==> src/rtl/crp16_alu_issue_pkg.sv <==
// Constants shared by the CRP16 ALU-side blocks: operand/index widths and logic op codes.
`ifndef CRP16_ALU_ISSUE_PKG_SV
`define CRP16_ALU_ISSUE_PKG_SV
package crp16_alu_issue_pkg;
    localparam int DATA_W = 16;
    localparam int REG_W  = 3;
    localparam int CNT_W  = 4;

    localparam logic [1:0] LOGIC_AND = 2'b00;
    localparam logic [1:0] LOGIC_OR  = 2'b01;
    localparam logic [1:0] LOGIC_NOT = 2'b10;
    localparam logic [1:0] LOGIC_XOR = 2'b11;
endpackage
`endif

==> src/rtl/crp16_alu_issue_if.sv <==
// Bundle of the issue port, logic-unit drive/return and writeback port of crp16_alu_issue.
interface crp16_alu_issue_if;
    import crp16_alu_issue_pkg::*;

    logic              op_valid;
    logic              op_ready;
    logic [1:0]        op_code;
    logic [DATA_W-1:0] op_a;
    logic [DATA_W-1:0] op_b;
    logic [REG_W-1:0]  op_dst;
    logic [DATA_W-1:0] alu_x;
    logic [DATA_W-1:0] alu_y;
    logic [1:0]        alu_sel;
    logic [DATA_W-1:0] alu_out;
    logic              wb_valid;
    logic              wb_ready;
    logic [DATA_W-1:0] wb_data;
    logic [REG_W-1:0]  wb_dst;
    logic              flag_z;
    logic              flag_n;

    // Both ports transfer on a rising edge where valid && ready; valid never depends on ready.
    modport slave (
        input  op_valid, op_code, op_a, op_b, op_dst, alu_out, wb_ready,
        output op_ready, alu_x, alu_y, alu_sel, wb_valid, wb_data, wb_dst, flag_z, flag_n
    );
    modport master (
        output op_valid, op_code, op_a, op_b, op_dst, alu_out, wb_ready,
        input  op_ready, alu_x, alu_y, alu_sel, wb_valid, wb_data, wb_dst, flag_z, flag_n
    );
endinterface

==> src/rtl/crp16_exec_counter.sv <==
// Loadable 4-bit down-counter with zero flag; stops at zero.
module crp16_exec_counter
    import crp16_alu_issue_pkg::*;
(
    input  logic             clock,
    input  logic             reset,
    input  logic             i_load,
    input  logic [CNT_W-1:0] i_load_val,
    input  logic             i_dec,
    output logic [CNT_W-1:0] o_count,
    output logic             o_zero
);
    logic [CNT_W-1:0] r_count;

    always_ff @(posedge clock) begin
        if (reset) begin
            r_count <= '0;
        end else if (i_load) begin
            r_count <= i_load_val;
        end else if (i_dec && (r_count != '0)) begin
            r_count <= r_count - 1'b1;
        end
    end

    assign o_count = r_count;
    assign o_zero  = (r_count == '0);
endmodule

==> src/rtl/crp16_alu_issue.sv <==
// CRP16 logic-unit issue sequencer: IDLE -> EXEC (EXEC_CYCLES) -> WB.
// Optional flag registers are built when CRP16_ALU_ISSUE_FLAGS_EN is defined.
module crp16_alu_issue
    import crp16_alu_issue_pkg::*;
#(
    parameter int EXEC_CYCLES = 1
) (
    input  logic               clock,
    input  logic               reset,
    crp16_alu_issue_if.slave   bus,
    output logic [1:0]         o_dbg_state
);
    localparam logic [1:0] ST_IDLE = 2'd0;
    localparam logic [1:0] ST_EXEC = 2'd1;
    localparam logic [1:0] ST_WB   = 2'd2;

    localparam logic [CNT_W-1:0] EXEC_LOAD = CNT_W'(EXEC_CYCLES - 1);

    logic [1:0]        r_state;
    logic [DATA_W-1:0] r_alu_x;
    logic [DATA_W-1:0] r_alu_y;
    logic [1:0]        r_alu_sel;
    logic [DATA_W-1:0] r_wb_data;
    logic [REG_W-1:0]  r_wb_dst;

    logic             w_accept;
    logic             w_wb_xfer;
    logic             w_cnt_zero;
    logic [CNT_W-1:0] w_cnt;

    assign w_accept  = (r_state == ST_IDLE) && bus.op_valid;
    assign w_wb_xfer = (r_state == ST_WB) && bus.wb_ready;

    crp16_exec_counter u_cnt (
        .clock      (clock),
        .reset      (reset),
        .i_load     (w_accept),
        .i_load_val (EXEC_LOAD),
        .i_dec      (r_state == ST_EXEC),
        .o_count    (w_cnt),
        .o_zero     (w_cnt_zero)
    );

    always_ff @(posedge clock) begin
        if (reset) begin
            r_state   <= ST_IDLE;
            r_alu_x   <= '0;
            r_alu_y   <= '0;
            r_alu_sel <= LOGIC_AND;
            r_wb_data <= '0;
            r_wb_dst  <= '0;
        end else begin
            case (r_state)
                ST_IDLE: begin
                    if (w_accept) begin
                        r_alu_x   <= bus.op_a;
                        r_alu_y   <= bus.op_b;
                        r_alu_sel <= bus.op_code;
                        r_wb_dst  <= bus.op_dst;
                        r_state   <= ST_EXEC;
                    end
                end
                ST_EXEC: begin
                    // Count reaching zero marks the last cycle the operands are held.
                    if (w_cnt_zero) begin
                        r_wb_data <= bus.alu_out;
                        r_state   <= ST_WB;
                    end
                end
                ST_WB: begin
                    if (w_wb_xfer) begin
                        r_state <= ST_IDLE;
                    end
                end
                default: r_state <= ST_IDLE;
            endcase
        end
    end

`ifdef CRP16_ALU_ISSUE_FLAGS_EN
    logic r_flag_z;
    logic r_flag_n;

    always_ff @(posedge clock) begin
        if (reset) begin
            r_flag_z <= 1'b0;
            r_flag_n <= 1'b0;
        end else if (w_wb_xfer) begin
            r_flag_z <= (r_wb_data == '0);
            r_flag_n <= r_wb_data[DATA_W-1];
        end
    end

    assign bus.flag_z = r_flag_z;
    assign bus.flag_n = r_flag_n;
`else
    assign bus.flag_z = 1'b0;
    assign bus.flag_n = 1'b0;
`endif

    assign bus.op_ready = (r_state == ST_IDLE);
    assign bus.wb_valid = (r_state == ST_WB);
    assign bus.alu_x    = r_alu_x;
    assign bus.alu_y    = r_alu_y;
    assign bus.alu_sel  = r_alu_sel;
    assign bus.wb_data  = r_wb_data;
    assign bus.wb_dst   = r_wb_dst;
    assign o_dbg_state  = r_state;

    logic w_unused;
    assign w_unused = ^w_cnt;
endmodule

==> src/flat_wrapper.sv <==
// flat-port wrapper written by rule: the top's interface ports become plain ports
module crp16_alu_issue_flat import crp16_alu_issue_pkg::*;
#(
    parameter int EXEC_CYCLES = 1
)
  (clock, reset, o_dbg_state, bus_op_valid, bus_op_code, bus_op_a, bus_op_b, bus_op_dst, bus_alu_out, bus_wb_ready, bus_op_ready, bus_alu_x, bus_alu_y, bus_alu_sel, bus_wb_valid, bus_wb_data, bus_wb_dst, bus_flag_z, bus_flag_n);
  crp16_alu_issue_if bus_i ();
  input  logic clock;
  input  logic reset;
  output logic [1:0] o_dbg_state;
  input wire logic [$bits(bus_i.op_valid)-1:0] bus_op_valid;
  input wire logic [$bits(bus_i.op_code)-1:0] bus_op_code;
  input wire logic [$bits(bus_i.op_a)-1:0] bus_op_a;
  input wire logic [$bits(bus_i.op_b)-1:0] bus_op_b;
  input wire logic [$bits(bus_i.op_dst)-1:0] bus_op_dst;
  input wire logic [$bits(bus_i.alu_out)-1:0] bus_alu_out;
  input wire logic [$bits(bus_i.wb_ready)-1:0] bus_wb_ready;
  output wire logic [$bits(bus_i.op_ready)-1:0] bus_op_ready;
  output wire logic [$bits(bus_i.alu_x)-1:0] bus_alu_x;
  output wire logic [$bits(bus_i.alu_y)-1:0] bus_alu_y;
  output wire logic [$bits(bus_i.alu_sel)-1:0] bus_alu_sel;
  output wire logic [$bits(bus_i.wb_valid)-1:0] bus_wb_valid;
  output wire logic [$bits(bus_i.wb_data)-1:0] bus_wb_data;
  output wire logic [$bits(bus_i.wb_dst)-1:0] bus_wb_dst;
  output wire logic [$bits(bus_i.flag_z)-1:0] bus_flag_z;
  output wire logic [$bits(bus_i.flag_n)-1:0] bus_flag_n;
  assign bus_i.op_valid = bus_op_valid;
  assign bus_i.op_code = bus_op_code;
  assign bus_i.op_a = bus_op_a;
  assign bus_i.op_b = bus_op_b;
  assign bus_i.op_dst = bus_op_dst;
  assign bus_i.alu_out = bus_alu_out;
  assign bus_i.wb_ready = bus_wb_ready;
  assign bus_op_ready = bus_i.op_ready;
  assign bus_alu_x = bus_i.alu_x;
  assign bus_alu_y = bus_i.alu_y;
  assign bus_alu_sel = bus_i.alu_sel;
  assign bus_wb_valid = bus_i.wb_valid;
  assign bus_wb_data = bus_i.wb_data;
  assign bus_wb_dst = bus_i.wb_dst;
  assign bus_flag_z = bus_i.flag_z;
  assign bus_flag_n = bus_i.flag_n;
  crp16_alu_issue #(.EXEC_CYCLES(EXEC_CYCLES)) u_core (.clock(clock), .reset(reset), .bus(bus_i), .o_dbg_state(o_dbg_state));
endmodule
==> config.mk <==
export PLATFORM = sky130hd
export DESIGN_NAME = crp16_alu_issue_flat
export DESIGN_NICKNAME = d
export VERILOG_FILES = /design/src/rtl/crp16_alu_issue_pkg.sv /design/src/rtl/crp16_alu_issue_if.sv /design/src/rtl/crp16_exec_counter.sv /design/src/rtl/crp16_alu_issue.sv /design/src/flat_wrapper.sv
export SDC_FILE = /design/constraint.sdc
export NUM_CORES = 1
export LEC_CHECK = 0
export BUFFER_PORTS_ARGS = -buffer_cell sky130_fd_sc_hd__buf_2
export CAP_MARGIN = 20
export CORE_MARGIN = 4
export CORE_UTILIZATION = 45
export DETAILED_ROUTE_END_ITERATION = 8
export HOLD_SLACK_MARGIN = 0.1
export PLACE_DENSITY = 0.76
export SYNTH_ARGS = -nofsm -noshare
export SYNTH_HDL_FRONTEND = slang
export SYNTH_SLANG_ARGS = --single-unit
==> constraint.sdc <==
create_clock -name clock -period 2.1 [get_ports clock]
set_clock_uncertainty 0.15 [all_clocks]
set_input_delay 0 -clock clock [delete_from_list [all_inputs] [get_ports clock]]
set_output_delay 0 -clock clock [all_outputs]
set_load 0.1 [all_outputs]
Yosys cells after proc, flatten, opt, wreduce, memory -nomap -nowiden
Index checks and enable logic that the tools add are counted.

storage, ports and cells
  bits in registers = 59
  output and inout bits = 59
  input bits = 57
  RAM bits = 0
  memories kept = 0
  bits in read-only memories = 0
  logic and storage cells = 27
  latch bits = 0

cells by class
  multiply operators = 0
  reductions and logical operators = 10
  bitwise gates (word level) = 0
  add/sub/neg operators = 1
  shift-type cells = 0
  mux-type cells = 4
  equality and inequality tests = 5
  divide/modulo/power cells = 0
  order comparisons = 0

operators with widths
  kind                                               count
  2-to-1 mux 2 bit                                   3
  != test 2 x 1 -> 1 bit (second input constant)     3
  one-hot mux 2 bit (3 select lines)                 1
  logical NOT 4 bit                                  1
  AND reduction 2 bit                                2
  nonzero test 4 bit                                 1
  subtractor 4 x 1 -> 4 bit (second input constant)  1
  logical AND 1 bit                                  3
  AND reduction 3 bit                                1
  == test 2 x 1 -> 1 bit (second input constant)     1
  == test 2 bit (second input constant)              1
  logical NOT 2 bit                                  1
  OR reduction 2 bit                                 1

Longest topological paths before layout
Gate-level depths: netlist (run 1).

  depth in word-level cells = 4
  mapped depth = 7
  gate-level depth less buffers = 5

Cells and area by module
Synthesis (run 1) repeated with hierarchy kept, for this count alone.

unflattened totals
  cell total of the unflattened synthesis = 273
  area total of the unflattened synthesis = 2780.2 um^2

modules (own cells, without submodules)
  module              area each (um^2)  instances  cells each  sequential area each (um^2)
  crp16_alu_issue     2517.4            1          244         1101.1
  crp16_exec_counter  262.8             1          29          80.1

Least setup slack after synthesis (run 1)
No wires, ideal clock.

  kind = reg2reg
  start point = register u_core.r_state[1] (netlist: u_core.o_dbg_state[1])
  end point = register u_core.r_state[1] (netlist: u_core.o_dbg_state[1])
  path buffers = 0
  data arrival time = 2824 ps
  required time = 1892 ps
  slack = -932 ps
  stages on the path, launching flop included = 4
  setup time = 58 ps
  period minus slack after synthesis = 3032 ps
  path through = dfxtp_1 -> nor2b_1 -> nor2b_1 -> o21ba_1

between the ends
  word-level cells in the longest chain between the ends = 4
  elaborated cells between the ends (all ways) = 10
  classes of those cells = eq/ne: 5; mux: 1; reduce/logical: 4

RTL lines
  element                                  RTL line               text
  from (decl)                              crp16_alu_issue.sv:19  logic [1:0] r_state;
  from (signal assigned)                   crp16_alu_issue.sv:46  r_state <= ST_IDLE;
  from (signal assigned)                   crp16_alu_issue.sv:60  r_state <= ST_EXEC;
  from (signal assigned)                   crp16_alu_issue.sv:67  r_state <= ST_WB;
  == test 2 bit *                          -
  named net bus_wb_valid                   flat_wrapper.sv:22     output wire logic [$bits(bus_i.wb_valid)-1:0] bus_wb_valid;
  logical AND 1 bit                        crp16_alu_issue.sv:32  assign w_wb_xfer = (r_state == ST_WB) && bus.wb_ready;
  != test 2 x 1 -> 1 bit (no source line)  -
  AND reduction 3 bit (no source line)     -

The timed path passes the listed nets; every way through them passes the cells marked *.
A chain may end at the register's enable or synchronous reset.

Worst setup path after layout (run 1)
  start point = register u_core.r_state[0] (netlist: u_core.o_dbg_state[0])
  end point = register u_core.r_alu_y[9] (netlist: u_core.bus.alu_y[9])

between the ends
  word-level cells in the longest chain between the ends = 3

RTL lines
  element                                 RTL line                                      text
  logical NOT 2 bit *                     crp16_alu_issue.sv:31, crp16_alu_issue.sv:53
  logical AND 1 bit                       crp16_alu_issue.sv:31                         assign w_accept = (r_state == ST_IDLE) && bus.op_valid;
  AND reduction 2 bit (no source line) *  -
  to (signal assigned)                    crp16_alu_issue.sv:57                         r_alu_y <= bus.op_b;
  to (decl)                               crp16_alu_issue.sv:21                         logic [DATA_W-1:0] r_alu_y;

Every way passes the cells marked *; elsewhere a longest branch is shown, timed or not.

==> flow_summary_export.csv, run 1 <==
group,metric,value,unit
cells_and_area,fillers,336,
worst_setup_path,worst_path_max_delay_cell,"dlygate4sd3_1",
logic_synthesis,synth-seq-cells,59,
worst_setup_path,r2r_start,"u_core.o_dbg_state[0]$_SDFFE_PP0P_",
clock_network,clock_sinks,59,
drt,drt-initial-drc-count,72,
logic_synthesis,ys_types,23,
worst_setup_path,cp_top_family,"buffers and inverters",
die,die_x,80.3,µm
worst_setup_path,cp_data_required_time,2.17,ns
global_routing,grt_pass1_vias,2414,
sta,worst_slack,0.0781,ns
drt,routed_wl,7090,µm
place,port_buffers,113,
run,maxCapViolCount,0,
die,ioPinCount,116,
logic_synthesis,synth-async-reset-ratio,0,
drt,detail-route-antenna-nets,0,
sta,relSlewSlack,0.575,
sta,min_period,2.02,ns
logic_synthesis,synth-seq-area-share,0.502,
worst_setup_path,path_depth,6,
drt,route.detailed.wl_per_inst,14.7,µm
global_routing,grt_first_pass_wirelength,10700,µm
logic_synthesis,synth_common_cells,"dfxtp_1, mux2i_1, nor2_1",
pwr,peakVddDrop,0.644,mV
sta,worst_pin_slew,0.637,ns
pwr,power.density,833,mW/mm²
drt,via_per_inst,4.78,
place,placed_cells,398,
die,core-area,0.00507,mm²
clock_network,cts-root-buf,"clkbuf_8",
die,rows,26,
logic_synthesis,syn-cell-area,0.00235,mm²
clock_network,clkTransAtPathRegs,0.07,ns
die,die-height,80.3,µm
worst_setup_path,cp-endpoint,"u_core.bus.alu_y[9]$_SDFFE_PP0P_",
worst_setup_path,cp_max_fo,6,
global_routing,antenna_found_initial,0,
cells_and_area,area.growth.synth_to_final,65.9,%
logic_synthesis,synth-edff-count,0,
drt,vias,2309,
worst_setup_path,endpoint_kind,"flip-flop",
sta,fin_crit_sh,0.963,
clock_network,cts_tree,"done",
worst_setup_path,crit_type,"reg -> reg",
clock_network,clk_path_buf_depth,2,
logic_synthesis,yosys-top-cells-area,"dfxtp_1, mux2i_1, nand2b_1",
clock_network,htreeDepth,3,
die,die-area,0.00645,mm²
place,pre_cts_slack,0.293,ns
cells_and_area,layout.cells.non_filler,483,
worst_setup_path,worst_setup_path_start_kind,"flip-flop",
sta,hold_viol_final,0,
die,initial_core_util,0.464,
worst_setup_path,crit_chain,"nor3b_4 > buf_12 > buf_12 > mux2i_2 > nor2_1 > dlygate4sd3_1",
status,status,"complete, no violations",
drt,dr.pass1.iters,4,
worst_setup_path,r2r_end,"u_core.bus.alu_y[9]$_SDFFE_PP0P_",
global_routing,overflow,0,
worst_setup_path,cp_common_cell,"buf_12",
cells_and_area,nNetsFinal,467,
logic_synthesis,synthCells,227,
drt,drcViolationCount,0,
worst_setup_path,ff2ff_path_depth,6,
sta,rsz0062_at_grt,"false",
worst_setup_path,worstSetupStartpoint,"u_core.o_dbg_state[0]$_SDFFE_PP0P_",
logic_synthesis,synthMostInstantiatedCell,"dfxtp_1",
global_routing,track_usage,0.217,
logic_synthesis,synth_top_area_frac,0.502,
pwr,p_leak,1.90,nW
sta,fmax,0.495,GHz
worst_setup_path,r2r_slack,0.08,ns
worst_setup_path,cp_data_arrival_time,2.09,ns
logic_synthesis,synth_flop_cell,"dfxtp_1",
worst_hold_path,hold_class,"in -> reg",
clock_network,clk_latency,0.32,ns
sta,setup_viol_count_final,0,
logic_synthesis,yosysWarningCount,0,
pwr,power,3.25,mW
worst_setup_path,crit_buf_inv,3,
clock_network,cts_buffers,9,
logic_synthesis,yosys.area.top_type,"dfxtp_1",
sta,slew_violations,0,
logic_synthesis,postSynthAreaPerCell,10.4,µm²
global_routing,grt_max_degree,48,
cells_and_area,layout-drive-gt1-share,0.342,
place,gp_congestion,0.707,
worst_setup_path,cp_slowest_stage_delay,0.58,ns
place,place_hpwl,3680,µm
## routing by layer
layer	part of all wire	vias to the layer above	wire, µm	track usage
li1	-	1107	-	-
met1	0.38	1099	2720	0.226
met2	0.53	83	3750	0.391
met3	0.058	20	409	0.0561
met4	0.029	0	208	0.127
met5	0	-	0	0
## state kept, by name, indices dropped and copies added (netlist names)
name / cells
u_core.bus.alu_x: 16
u_core.bus.alu_y: 16
u_core.bus.wb_data: 16
u_core.u_cnt.o_count: 4
u_core.bus.wb_dst: 3
u_core.bus.alu_sel: 2
u_core.o_dbg_state: 2
## worst min path at each step
stage               depth (start not counted)  slack [ns]           start                                 end
floorplan                                   2      -0.003  bus_op_code[0]  u_core.bus.alu_sel[0]$_SDFFE_PP0P_
global placement                            3        0.08    bus_op_b[14]   u_core.bus.alu_y[14]$_SDFFE_PP0P_
detailed placement                          3         0.1     bus_op_b[8]    u_core.bus.alu_y[8]$_SDFFE_PP0P_
CTS                                         2        0.17           reset  u_core.o_dbg_state[0]$_SDFFE_PP0P_
global route                                2        0.21           reset  u_core.o_dbg_state[0]$_SDFFE_PP0P_
finish                                      2        0.17           reset  u_core.o_dbg_state[0]$_SDFFE_PP0P_
## timing repair
item | CTS | global route
resized for setup | 0 | 1
endpoints found under the hold margin | 54 | 0
buffers inserted | 0 | 2
hold buffers | 65 | 0
endpoints found under the setup margin | 0 | 11
## logic make-up (layout without fill, tap and decap cells)
logic type	after synthesis	after routing	share of synthesized area
AO/OA/AOI/OAI	10	10	0.0255
adder cells (fa/ha/maj)	1	1	0.00531
buffers and inverters	19	203	0.0521
flip-flops	59	59	0.502
multiplexers	53	53	0.225
other	1	3	0.00159
AND/OR/NAND/NOR	84	84	0.189
## report_power, final
| part | leakage [nW] | switching, mW | internal (mW) |
|---|---|---|---|
| sequential | 0.484 | 0.0435 | 1.19 |
| clock | 0.0950 | 0.409 | 0.563 |
| combinational | 1.32 | 0.739 | 0.306 |
| total | 1.90 | 1.19 | 2.06 |
## placed cells by master (no fill, tap or decap), types with 2 or more instances in the layout
master,Yosys,final
clkbuf_16,0,3
conb_1,1,2
buf_12,1,3
or3_1,3,3
buf_4,5,2
clkbuf_8,0,10
o21ba_1,2,2
mux2i_1,53,52
nor2_1,39,38
inv_1,3,3
buf_2,1,113
o21ai_0,4,4
nor2b_1,3,2
a21oi_1,4,4
clkinv_2,0,2
dfxtp_1,59,58
nand2b_1,33,33
dlygate4sd3_1,0,65
## cell type report
type | instances | area [µm²] | area share
Inverter | 3 | 11.3 | 0.00288
Sequential cell | 59 | 1180 | 0.303
Multi-Input combinational cell | 150 | 1070 | 0.275
Timing Repair Buffer | 186 | 1370 | 0.350
Antenna cell | 1 | 2.50 | 0.000641
Tap cell | 70 | 87.6 | 0.0224
Clock inverter | 3 | 40.0 | 0.0102
Clock buffer | 11 | 141 | 0.0362
## stage by stage
step | util | instance area, µm² | TNS, ns | hold WS [ns]
6_report | 0.770 | 3910 | 0 | 0.170
5_1_grt | 0.769 | 3900 | 0 | 0.210
4_1_cts | 0.748 | 3800 | 0 | 0.172
3_5_place_dp | 0.584 | 2970 | 0 | 0.0957
3_3_place_gp | 0.584 | 2970 | 0 | 0.0807
2_1_floorplan | - | 2370 | -0.131 | -0.00280
Power figures use the tool's default switching activity.
==> run 2, diff against run 1 <==
CORE_UTILIZATION = 48   (was 45)
PLACE_DENSITY = 0.77   (was 0.76)
SYNTH_HIERARCHICAL = 1   (was default)
==> flow_summary_export.csv, run 2 <==
group,metric,value,unit
global_routing,grt_max_degree,46,
sta,hold_viol_final,0,
clock_network,cts_buffers,9,
logic_synthesis,synthCells,273,
die,core-area,0.00557,mm²
worst_setup_path,cp_data_required_time,2.20,ns
clock_network,clk_path_buf_depth,2,
place,port_buffers,113,
clock_network,clk_latency,0.32,ns
worst_setup_path,r2r_start,"u_core/u_cnt/o_count[1]$_SDFFE_PP0P_",
sta,relSlewSlack,0.546,
die,ioPinCount,116,
sta,setup_viol_count_final,0,
logic_synthesis,synth-async-reset-ratio,0,
logic_synthesis,postSynthAreaPerCell,10.2,µm²
logic_synthesis,synth-edff-count,0,
place,gp_congestion,0.740,
worst_setup_path,endpoint_kind,"flip-flop",
sta,fin_crit_sh,0.984,
global_routing,grt_pass1_vias,2489,
die,die_x,84.1,µm
cells_and_area,num_antenna_cells,0,
clock_network,htreeDepth,3,
cells_and_area,final_common_cell,"buf_2",
logic_synthesis,synth-seq-area-share,0.425,
place,placed_area,0.00340,mm²
worst_setup_path,ff2ff_path_depth,7,
worst_setup_path,worst_setup_path_start_kind,"flip-flop",
pwr,p_leak,1.91,nW
drt,drt-initial-drc-count,91,
place,pre_cts_slack,0.0792,ns
worst_setup_path,r2r_slack,0.03,ns
cells_and_area,stdcell_area,0.00416,mm²
global_routing,track_usage,0.201,
status,status,"complete, no violations",
sta,min_period,2.07,ns
drt,vias,2427,
logic_synthesis,synthMostInstantiatedCell,"nand2b_1",
clock_network,cts_tree,"done",
run,maxCapViolCount,0,
drt,dr.pass1.iters,4,
sta,slew_violations,0,
worst_setup_path,cp-endpoint,"u_core/bus.wb_data[6]$_SDFFE_PP0P_",
drt,route.detailed.wl_per_inst,13.8,µm
global_routing,overflow,0,
drt,drcViolationCount,0,
die,initial_core_util,0.499,
logic_synthesis,yosysWarningCount,6,
sta,worst_slack,0.0338,ns
clock_network,clkTransAtPathRegs,0.07,ns
logic_synthesis,synth-seq-cells,59,
pwr,power.density,869,mW/mm²
place,place_hpwl,4280,µm
worst_setup_path,worstSetupStartpoint,"u_core/u_cnt/o_count[1]$_SDFFE_PP0P_",
logic_synthesis,synth_top_area_frac,0.425,
drt,detail-route-antenna-nets,0,
cells_and_area,nNetsFinal,502,
logic_synthesis,yosys.area.top_type,"dfxtp_1",
logic_synthesis,ys_types,31,
die,die-height,84.1,µm
die,die-area,0.00707,mm²
worst_hold_path,hold_class,"in -> reg",
worst_setup_path,r2r_end,"u_core/bus.wb_data[6]$_SDFFE_PP0P_",
clock_network,cts-root-buf,"clkbuf_8",
pwr,peakVddDrop,0.587,mV
clock_network,cts_setup_buffers,0,
die,rows,27,
clock_network,clock_sinks,59,
worst_setup_path,crit_type,"reg -> reg",
cells_and_area,fillers,415,
cells_and_area,area.growth.synth_to_final,49.7,%
worst_setup_path,cp_data_arrival_time,2.16,ns
global_routing,antenna_found_initial,0,
sta,fmax,0.484,GHz
cells_and_area,final_cell_mix,"buf_2, nand2b_1, dfxtp_1, dlygate4sd3_1, mux2i_1",
logic_synthesis,yosys-top-cells-area,"dfxtp_1, nand2b_1, mux2i_1",
worst_setup_path,cp_max_fo,9,
logic_synthesis,synth_common_cells,"nand2b_1, dfxtp_1, mux2i_1",
global_routing,grt_first_pass_wirelength,11500,µm
sta,worst_pin_slew,0.681,ns
drt,via_per_inst,4.66,
logic_synthesis,synth_flop_cell,"dfxtp_1",
logic_synthesis,syn-cell-area,0.00278,mm²
drt,routed_wl,7210,µm
cells_and_area,layout-drive-gt1-share,0.325,
==> run 2: cell count changes after synthesis, moves of 3 or more <==
cell / delta
nor2_1: -32
clkbuf_1: +3
o21ai_0: -4
a21oi_1: -4
nand2_1: +3
nand2b_1: +73
or3_1: -3
==> run 2: what timing repair did <==
action / CTS / global route
gates resized for setup: 0 / 3
endpoints found under the setup margin: 0 / 1
hold buffers: 56 / 0
endpoints found under the hold margin: 55 / 0
==> run 2: report_power, final <==
group	switching (mW)	internal [mW]	leakage, nW
logic	1.03	0.395	1.34
clock network	0.437	0.454	0.0928
registers	0.0711	1.23	0.484
total	1.54	2.08	1.91
==> run 2: kinds of logic after synthesis <==
logic type | synth area share
buffers and inverters | 0.0572
muxes | 0.194
adders and majority gates | 0.00450
and+or+nand+nor | 0.284
other | 0.00135
AOI/OAI and AO/OA | 0.0342
DFF | 0.425
==> run 2: worst min-delay path by stage <==
stage	from	endpoint	slack, ns	depth (start not counted)
final	reset	u_core/u_cnt/o_count[3]$_SDFFE_PP0P_	0.15	2
after CTS	reset	u_core/u_cnt/o_count[3]$_SDFFE_PP0P_	0.15	2
after floorplan	reset	u_core/u_cnt/o_count[0]$_SDFFE_PP0P_	-0.08	1
after detailed placement	bus_alu_out[6]	u_core/bus.wb_data[6]$_SDFFE_PP0P_	0.12	3
after global routing	reset	u_core/u_cnt/o_count[2]$_SDFFE_PP0P_	0.20	2
after global placement	bus_op_b[5]	u_core/bus.alu_y[5]$_SDFFE_PP0P_	0.11	3
==> run 2: final cells by class <==
type	instances	area (µm²)	area share
clock inverters	5	28.8	0.00691
clock buffers	11	141	0.0340
well taps	72	90.1	0.0216
repair buffers	175	1230	0.295
inverters	4	15.0	0.00361
multi-input cells	195	1480	0.355
flip-flops and latches	59	1180	0.284
==> run 2: layer usage <==
layer	global-route usage	wire (µm)	vias to the layer above	share of wire
li1	-	-	1226	-
met1	0.208	2840	1108	0.39
met2	0.369	3780	80	0.52
met3	0.0612	452	13	0.063
met4	0.0892	142	0	0.020
met5	0	0	-	0
==> run 2: through the flow <==
| step | hold slack [ns] | setup TNS (ns) | util | std cells | total power [mW] |
|---|---|---|---|---|---|
| 3_3_place_gp | 0.111 | 0 | 0.610 | 448 | 2.62 |
| 6_report | 0.154 | 0 | 0.747 | 521 | 3.62 |
| 3_5_place_dp | 0.117 | 0 | 0.610 | 448 | 2.64 |
| 2_1_floorplan | -0.0779 | 0 | - | 278 | 2.43 |
| 5_1_grt | 0.203 | -0.00499 | 0.747 | 521 | 3.77 |
| 4_1_cts | 0.152 | 0 | 0.741 | 520 | 3.61 |
==> run 2: critical path, stage by stage, from the launching register on <==
cell	delay (ns)
dfxtp_1	0.32
inv_1	0.12
ha_2	0.22
or3b_4	0.43
inv_1	0.10
and3b_2	0.26
buf_12	0.16
mux2i_2	0.23
==> run 3, diff against run 2 <==
MAX_ROUTING_LAYER = met4   (was default)
==> flow_summary_export.csv, run 3 (synthesis gave the netlist of run 2 again) <==
group,metric,value,unit
status,status,"complete, no violations",
global_routing,grt_first_pass_wirelength,11500,µm
global_routing,antenna_found_initial,0,
pwr,peakVddDrop,0.589,mV
clock_network,cts_tree,"done",
cells_and_area,final_common_cell,"buf_2",
cells_and_area,area.growth.synth_to_final,49.7,%
sta,worst_pin_slew,0.679,ns
die,die-area,0.00707,mm²
pwr,power.density,869,mW/mm²
drt,vias,2407,
drt,route.detailed.wl_per_inst,13.8,µm
global_routing,grt_pass1_vias,2484,
clock_network,cts_buffers,9,
drt,routed_wl,7190,µm
drt,drt-initial-drc-count,93,
pwr,p_leak,1.91,nW
sta,worst_slack,0.0397,ns
worst_setup_path,worst_setup_path_start_kind,"flip-flop",
clock_network,clk_path_buf_depth,2,
run,maxCapViolCount,0,
global_routing,grt_max_degree,46,
global_routing,track_usage,0.207,
die,rows,27,
cells_and_area,stdcell_area,0.00416,mm²
die,die-height,84.1,µm
clock_network,clock_sinks,59,
worst_setup_path,cp_max_fo,9,
die,ioPinCount,116,
cells_and_area,layout-drive-gt1-share,0.325,
drt,detail-route-antenna-nets,0,
cells_and_area,num_antenna_cells,0,
clock_network,cts_setup_buffers,0,
clock_network,htreeDepth,3,
drt,drcViolationCount,0,
cells_and_area,nNetsFinal,502,
cells_and_area,final_cell_mix,"buf_2, nand2b_1, dfxtp_1, dlygate4sd3_1, mux2i_1",
die,core-area,0.00557,mm²
global_routing,overflow,0,
sta,whs,0.161,ns
place,place_hpwl,4280,µm
place,pre_cts_slack,0.0792,ns
sta,fin_crit_sh,0.981,
sta,fmax,0.485,GHz
worst_setup_path,crit_type,"reg -> reg",
die,initial_core_util,0.499,
clock_network,clkTransAtPathRegs,0.07,ns
worst_setup_path,endpoint_kind,"flip-flop",
sta,slew_violations,0,
drt,dr.pass1.iters,5,
worst_setup_path,cp_data_arrival_time,2.16,ns
clock_network,clk_latency,0.32,ns
place,placed_area,0.00340,mm²
die,die_x,84.1,µm
sta,min_period,2.06,ns
sta,setup_viol_count_final,0,
worst_setup_path,cp_data_required_time,2.20,ns
drt,via_per_inst,4.62,
sta,hold_viol_final,0,
pwr,power,3.62,mW
sta,relSlewSlack,0.547,
clock_network,cts-root-buf,"clkbuf_8",
worst_hold_path,hold_class,"in -> reg",
place,gp_congestion,0.749,
place,port_buffers,113,
## run 3: cell counts in the layout (fill, tap and decap cells not counted)
No cell type changed its count.
## run 3: what timing repair did
action,in CTS,in global routing
hold buffers,56,0
hold endpoints to repair,55,0
endpoints found under the setup margin,0,1
resized for setup,0,3
## run 3: final timing paths
path                                                      startpoint                                    to  slack [ns]  cells after the start
worst max-delay path            u_core/u_cnt/o_count[1]$_SDFFE_PP0P_    u_core/bus.wb_data[6]$_SDFFE_PP0P_        0.04                      7
worst min-delay path                                           reset  u_core/u_cnt/o_count[3]$_SDFFE_PP0P_        0.16                      2
worst max register to register  u_core/u_cnt/o_count[1]$_SDFFE_PP0P_    u_core/bus.wb_data[6]$_SDFFE_PP0P_        0.04                      7
worst min register to register      u_core/bus.alu_y[7]$_SDFFE_PP0P_      u_core/bus.alu_y[7]$_SDFFE_PP0P_        0.32                      2
## run 3: power breakdown
| part | internal (mW) | leakage, nW | switching, mW | total (mW) |
|---|---|---|---|---|
| clock network | 0.454 | 0.0928 | 0.438 | 0.892 |
| logic | 0.395 | 1.34 | 1.03 | 1.42 |
| registers | 1.23 | 0.484 | 0.0713 | 1.30 |
| total | 2.08 | 1.91 | 1.54 | 3.62 |
## run 3: layout make-up
| cell class | count | area [µm²] |
|---|---|---|
| Fill cell | 415 | 1410 |
| Clock inverter | 5 | 28.8 |
| Clock buffer | 11 | 141 |
| Sequential cell | 59 | 1180 |
| Inverter | 4 | 15.0 |
| Multi-Input combinational cell | 195 | 1480 |
| Tap cell | 72 | 90.1 |
| Timing Repair Buffer | 175 | 1230 |
## run 3: through the flow
stage	utilization	std cells	TNS, ns
floorplan	-	278	0
global placement	0.610	448	0
detailed placement	0.610	448	0
CTS	0.741	520	0
global route	0.747	521	-0.00674
finish	0.747	521	0
## run 3: metal layers
layer	vias to the layer above	GRT usage	wire (µm)
met5	-	-	0
li1	1226	-	-
met1	1088	0.215	2880
met2	81	0.369	3770
met4	0	0.0892	133
met3	12	0.0494	403
## run 3: critical path: stages, from the launching register on
cell and delay [ns]:
dfxtp_1 0.32, inv_1 0.12, ha_2 0.22, or3b_4 0.43, inv_1 0.10, and3b_2 0.26
buf_12 0.16, mux2i_2 0.23
